==> config.mk <==
export PLATFORM = sky130hd
export DESIGN_NAME = mem_addr_decoder
export DESIGN_NICKNAME = d
export VERILOG_FILES = /design/src/rtl/mem_addr_decoder.sv
export SDC_FILE = /design/constraint.sdc
export NUM_CORES = 1
export LEC_CHECK = 0
export BUFFER_PORTS_ARGS = -buffer_cell sky130_fd_sc_hd__buf_2
export CAP_MARGIN = 15
export CORE_UTILIZATION = 33
export CTS_CLUSTER_SIZE = 25
export DETAILED_ROUTE_END_ITERATION = 10
export GPL_TIMING_DRIVEN = 0
export MAX_ROUTING_LAYER = met4
export PLACE_DENSITY_LB_ADDON = 0.15
export SLEW_MARGIN = 20
export SYNTH_ARGS = -nofsm -noshare
export SYNTH_HDL_FRONTEND = slang
export SYNTH_SLANG_ARGS = --single-unit
==> constraint.sdc <==
create_clock -name clk -period 2.48 [get_ports clk]
set_input_delay 0.248 -clock clk [delete_from_list [all_inputs] [get_ports clk]]
set_output_delay 0.248 -clock clk [all_outputs]
set_load 0.005 [all_outputs]
==> src/rtl/mem_addr_decoder.sv <==
// Purpose: recovers 24-bit sample addresses from 26-bit memory-bus addresses, range-checks bits [25:24], counts errors (ADDR_DEC_SEQ_EN adds seq flag).
// Latency: 1 cycle from accept to out_valid when the output register is free or draining.
// Backpressure: 2-entry skid (output + skid register); in_ready is registered and full throughput is kept under stalls.
module mem_addr_decoder #(
    parameter int CNT_W = 16
) (
    input  logic             clk,
    input  logic             rst_n,
    input  logic             in_valid,
    output logic             in_ready,
    input  logic [25:0]      mem_addr,
    output logic             out_valid,
    input  logic             out_ready,
    output logic [23:0]      addr,
    output logic             range_err,
    output logic             seq,
    input  logic             clr_count,
    output logic [CNT_W-1:0] err_count
);

    typedef struct packed {
        logic [23:0] addr;
        logic        range_err;
        logic        seq;
    } ent_t;

    localparam logic [CNT_W-1:0] CNT_MAX = '1;

    ent_t or_q;
    ent_t sk_q;
    ent_t in_ent;
    logic or_vld;
    logic sk_vld;
    logic in_rdy_q;
    logic accept;
    logic drain;

    assign accept = in_valid & in_rdy_q;
    assign drain  = or_vld & out_ready;

`ifdef ADDR_DEC_SEQ_EN
    logic [23:0] prev_good;
    logic        prev_good_vld;

    // Only in-range entries advance the run; error entries leave it untouched.
    always_ff @(posedge clk or negedge rst_n) begin
        if (!rst_n) begin
            prev_good     <= '0;
            prev_good_vld <= 1'b0;
        end else if (accept && !in_ent.range_err) begin
            prev_good     <= in_ent.addr;
            prev_good_vld <= 1'b1;
        end
    end
`endif

    always_comb begin
        in_ent           = '0;
        in_ent.addr      = mem_addr[23:0];
        in_ent.range_err = |mem_addr[25:24];
`ifdef ADDR_DEC_SEQ_EN
        in_ent.seq       = !in_ent.range_err && prev_good_vld &&
                           (mem_addr[23:0] == prev_good + 24'd1);
`endif
    end

    // in_ready is cleared on entering the skid and restored when it empties,
    // so it never depends combinationally on out_ready.
    always_ff @(posedge clk or negedge rst_n) begin
        if (!rst_n) begin
            or_q     <= '0;
            sk_q     <= '0;
            or_vld   <= 1'b0;
            sk_vld   <= 1'b0;
            in_rdy_q <= 1'b1;
        end else if (drain) begin
            if (sk_vld) begin
                or_q     <= sk_q;
                sk_vld   <= 1'b0;
                in_rdy_q <= 1'b1;
            end else if (accept) begin
                or_q <= in_ent;
            end else begin
                or_vld <= 1'b0;
            end
        end else if (accept) begin
            if (!or_vld) begin
                or_q   <= in_ent;
                or_vld <= 1'b1;
            end else begin
                sk_q     <= in_ent;
                sk_vld   <= 1'b1;
                in_rdy_q <= 1'b0;
            end
        end
    end

    // Clear wins over a same-cycle increment.
    always_ff @(posedge clk or negedge rst_n) begin
        if (!rst_n) begin
            err_count <= '0;
        end else if (clr_count) begin
            err_count <= '0;
        end else if (accept && in_ent.range_err && (err_count != CNT_MAX)) begin
            err_count <= err_count + CNT_W'(1);
        end
    end

    assign in_ready  = in_rdy_q;
    assign out_valid = or_vld;
    assign addr      = or_q.addr;
    assign range_err = or_q.range_err;
    assign seq       = or_q.seq;

endmodule

* After elaboration in Yosys (flattened, before gate mapping)
Index checks and enable logic that the tools add are counted.
** Cells by class
- Multiplexer cells :: 18
- Bitwise gates (word level) :: 3
- $add $sub $neg :: 1
- Reduce and logical (&&, ||, !) cells :: 12
- Equality and inequality tests :: 5
** Operator list (number)
- $mux 26 :: 5
- $mux 16 :: 2
- $add 16x1->16 const B :: 1
- $ne 16x16->1 const B :: 1
- $reduce_and 3->1 :: 4
- $mux 1 :: 11
- $reduce_bool 2->1 :: 4
- $ne 2x2->1 const B :: 3
- $and 1x1->1 :: 2
- $logic_and 1x1->1 :: 2
- $ne 2x1->1 const B :: 1
- $reduce_and 2->1 :: 1
- $reduce_or 2->1 :: 1
- $not 1->1 :: 1
** Storage, ports and cells
- Register bits :: 70
- Input bits :: 31

* Longest topological paths before layout
- Depth after elaboration :: 5
- Gate-level depth with buffers :: 7
- Mapped depth without buffers :: 5

* Worst setup path before layout
OpenSTA, ideal clock, no wires.
- Kind :: reg2reg
- Start point :: reg in_rdy_q, in the netlist in_ready
- End point :: reg err_count[7]
- Setup slack :: 624 ps
- Path buffers :: 2
- Arrival :: 1731 ps
- Stages on the path, launching flop included :: 7
- Cell sequence :: dfstp_2 > nand2_1 > or2_0 > clkbuf_1 > clkbuf_1 > nor4_1 > mux2_2
** Between the ends
- Word-level cells in the longest chain between the ends :: 4
** Ends and longest elaborated chain
- from (decl) :: RTL line 34 : logic in_rdy_q;
- from (signal assigned) :: RTL line 75 : in_rdy_q <= 1'b1;
- from (signal assigned) :: RTL line 80 : in_rdy_q <= 1'b1;
- from (signal assigned) :: RTL line 93 : in_rdy_q <= 1'b0;
- $and 1x1->1 :: RTL line 38 : assign accept = in_valid & in_rdy_q;
- $logic_and 1x1->1 (2 in a row) :: RTL line 104 : end else if (accept && in_ent.range_err && (err_count != CNT_MAX)) begin
- $reduce_bool 2->1 (no line)
- to (signal assigned) :: RTL line 105 : err_count <= err_count + CNT_W'(1);
- to (decl) :: RTL line 18 : output logic [CNT_W-1:0] err_count
Every way passes these cells.
A chain may end at the register's enable or synchronous reset.

* Worst setup path after layout
Ends and elaborated chain as after synthesis.

==> flow_metrics.env <==
export IMPL_grt_pass1_vias=2309
export IMPL_overflow=0
export IMPL_synthCells=282
export IMPL_vias=2433
export IMPL_postCtsSetupRepairBufs=0
export IMPL_grt_max_degree=47
export IMPL_die_width_um=99.2
export IMPL_boundaryPins=75
export IMPL_worst_ep_arrival_time_ns=2.43
export IMPL_synth_fa_ha_area_share_pct=0.401
export IMPL_period_share_pct=88.7
export IMPL_synth_area_sq_um=3120
export IMPL_hold_depth=2
export IMPL_grt_total_usage_pct=16.2
export IMPL_clk_pin_slew_worst_paths_ns=0.08
export IMPL_layout_min_cycle_time_ns=2.20
export IMPL_wl_met3_um=328
export IMPL_root_buffer="clkbuf_8"
export IMPL_setup_viol=0
export IMPL_slowest_stage="dfstp_2"
export IMPL_drt_pass1_iter_count=4
export IMPL_port_buffers=72
export IMPL_post_drt_wl_per_cell_um=14.9
export IMPL_ys_seq_area_share_pct=55.4
export IMPL_wl_met1_um=3390
export IMPL_whs_ns=0.123
export IMPL_antenna_cells=0
export IMPL_area_sequential_sq_um=1730
export IMPL_synthXorXnorAreaFrac_pct=0
export IMPL_clock_latency_ns=0.35
export IMPL_crit_chain="nand2_1 -> or2_0 -> clkbuf_1 -> clkbuf_1 -> nor4_1 -> mux2_2"
export IMPL_cts_tree="yes"
export IMPL_hpwlAfterDp_um=5110
export IMPL_viasPerCell=5.04
export IMPL_drive_gt1_share_pct=33.1
export IMPL_routed_wl_um=7180
export IMPL_drt_iter0_drc=93
export IMPL_cp_top_family="simple AND/OR/NAND/NOR gates"
export IMPL_syn_avg_cell_area_sq_um=11.1
export IMPL_syn_num_nets=314
export IMPL_clock_skew_ns=0.0110
export IMPL_worstHoldPathType="input pin to register"
export IMPL_reg2reg_slack_ns=0.28
export IMPL_grt_pass1_wl_um=11900
export IMPL_synthSimpleGateAreaFrac_pct=12.9
export IMPL_ir_worst_vdd_mv=0.220
export IMPL_ant_nets=0
export IMPL_crit_fanout=10
export IMPL_utilization_pct=42.2
export IMPL_dpl_cell_area_sq_um=3650
export IMPL_synth_mux_area_share_pct=16.7
export IMPL_hold_viol_final=0
export IMPL_crit_top_cell="clkbuf_1"
export IMPL_grt_antenna_before_repair=0
export IMPL_numCtsBuffers=9
export IMPL_clock_sinks=69
export IMPL_r2r_end="err_count[7]"
export IMPL_cp_start_kind="register"
export IMPL_power_density_nw_per_um2=587
export IMPL_worstSetupPathType="register to register"
export IMPL_yosysWarnings=0
export IMPL_critPathMaxStageDelay_ns=0.58
export IMPL_rsz0062_at_grt="no"
export IMPL_status="completed"
export IMPL_worst_slew_pin_slew_ns=0.636
export IMPL_worstPathRequired_ns=2.72
export IMPL_met2_length_um=3320
export IMPL_die_area_sq_um=9850
export IMPL_cp_buffers_inverters=2
export IMPL_synth_compound_area_share_pct=11.3
export IMPL_power_leakage_nw=2.05
export IMPL_finalInstanceArea_sq_um=3880
export IMPL_cts_htree_levels=3
export IMPL_finalMaxSlewViolations=0
export IMPL_gp_congestion=0.836
export IMPL_ys_ff_latch=69
export IMPL_synth_top_family_by_area="multiplexers"
export IMPL_fmax_mhz=455
export IMPL_hold_start="out_ready"
export IMPL_area_growth_pct=24.4
export IMPL_fin_tns_setup_ns=0
export IMPL_chipHeight_um=99.2
export IMPL_fin_nets=399
export IMPL_totalPowerFinal_w=0.00228
export IMPL_core_sq_um=9200
export IMPL_slew_headroom_pct=57.2
export IMPL_critPathCaptureType="register"
export IMPL_row_count=35
export IMPL_rr_startpoint="in_ready"
export IMPL_hold_path_endpoint="sk_vld"
export IMPL_max_cap_viol_count=0
export IMPL_fillers=897
export IMPL_startpoint="in_ready"
export IMPL_worst_r2r_path_depth=6
export IMPL_clockBufferDepth=2
export IMPL_multiInputGateArea_sq_um=1300
export IMPL_top_layer="met4"
export IMPL_yosysUniqueCellTypes=34
export IMPL_start_util_pct=33.9
export IMPL_drc=0
## state kept, by name, indices dropped and copies added, names as in the netlist
| signal | count |
|---|---|
| err_count | 16 |
| addr | 24 |
| out_valid | 1 |
| sk_q | 25 |
| range_err | 1 |
| in_ready | 1 |
| sk_vld | 1 |
## synthesized netlist by cell type
cell | number | area [sq um]
or2_0 | 1 | 6.26
or3_1 | 4 | 25.0
a21oi_1 | 16 | 80.1
buf_2 | 5 | 25.0
dfstp_2 | 1 | 26.3
mux2i_1 | 24 | 240
mux2_2 | 25 | 282
or4_1 | 12 | 90.1
a31oi_1 | 1 | 6.26
clkbuf_1 | 10 | 37.5
o211a_1 | 1 | 10.0
nor2_1 | 3 | 11.3
nand3b_1 | 1 | 7.51
nand4_1 | 6 | 37.5
dfrtp_1 | 68 | 1700
or2_2 | 1 | 6.26
nor3_1 | 1 | 5.00
o2bb2ai_1 | 1 | 8.76
nand3_1 | 4 | 20.0
nor2b_1 | 2 | 12.5
buf_4 | 2 | 15.0
o21ai_0 | 31 | 155
nand2_1 | 35 | 131
o31ai_1 | 10 | 75.1
nor4_1 | 3 | 18.8
inv_1 | 4 | 15.0
conb_1 | 1 | 3.75
o211ai_1 | 1 | 7.51
and4_1 | 1 | 8.76
ha_1 | 1 | 12.5
and3_1 | 2 | 12.5
a311oi_1 | 1 | 8.76
buf_1 | 2 | 7.51
and4b_1 | 1 | 10.0
## per-layer routing
layer | track usage [%] | vias to the layer above
met4 | 6.67 | 0
met1 | 20.5 | 1158
met2 | 24.9 | 67
li1 | - | 1194
met5 | - | -
met3 | 3.94 | 14
## cell type report
cell class	instances	area share (%)
Buffer	19	2.19
Clock inverter	6	2.26
Clock buffer	10	3.29
Sequential cell	69	44.5
Multi-Input combinational cell	190	33.5
Timing Repair Buffer	74	10.3
Tap cell	111	3.58
Inverter	4	0.387
## how the worst max path moves through the flow
stage / depth (start not counted) / to / slack (ns)
after CTS: 7 / err_count[9] / 0.21
after floorplan: 6 / err_count[7] / 0.62
after detailed placement: 7 / err_count[5] / 0.24
final: 6 / err_count[7] / 0.28
after global routing: 6 / err_count[7] / 0.07
after global placement: 7 / err_count[1] / 0.23
## cells in the final DEF (no fill, tap or decap), types with 9 or more instances in the layout
| master | n |
|---|---|
| a21oi_1 | 16 |
| buf_2 | 76 |
| clkbuf_1 | 11 |
| clkbuf_8 | 9 |
| dfrtp_1 | 68 |
| mux2_2 | 25 |
| mux2i_1 | 24 |
| nand2_1 | 35 |
| o21ai_0 | 31 |
| o31ai_1 | 10 |
| or4_1 | 12 |
## stage by stage
stage / instances / worst slack [ns]
finish: 483 / 0.281
global route: 483 / 0.0705
CTS: 483 / 0.212
detailed placement: 466 / 0.235
global placement: 465 / 0.234
floorplan: 282 / 0.624
## report_power, final
group	switching [W]	total (W)	leakage (nW)	internal, W
Clock	0.000437	0.00100	0.110	0.000566
Sequential	0.0000106	0.00116	0.933	0.00115
Combinational	0.0000650	0.000118	1.01	0.0000526
## logic make-up after synthesis
kind of cell,Yosys count
AO/OA/AOI/OAI,62
adder cells (fa/ha/maj),1
buffers and inverters,23
flip-flops,69
multiplexers,49
other,1
AND/OR/NAND/NOR,77
## repair_timing
item                                    4_1_cts  5_1_grt
hold buffers                                  1        0
hold endpoints to repair                     23        0
endpoints found under the setup margin        0        2
gates resized for setup                       0        1
Power figures use the tool's default switching activity.
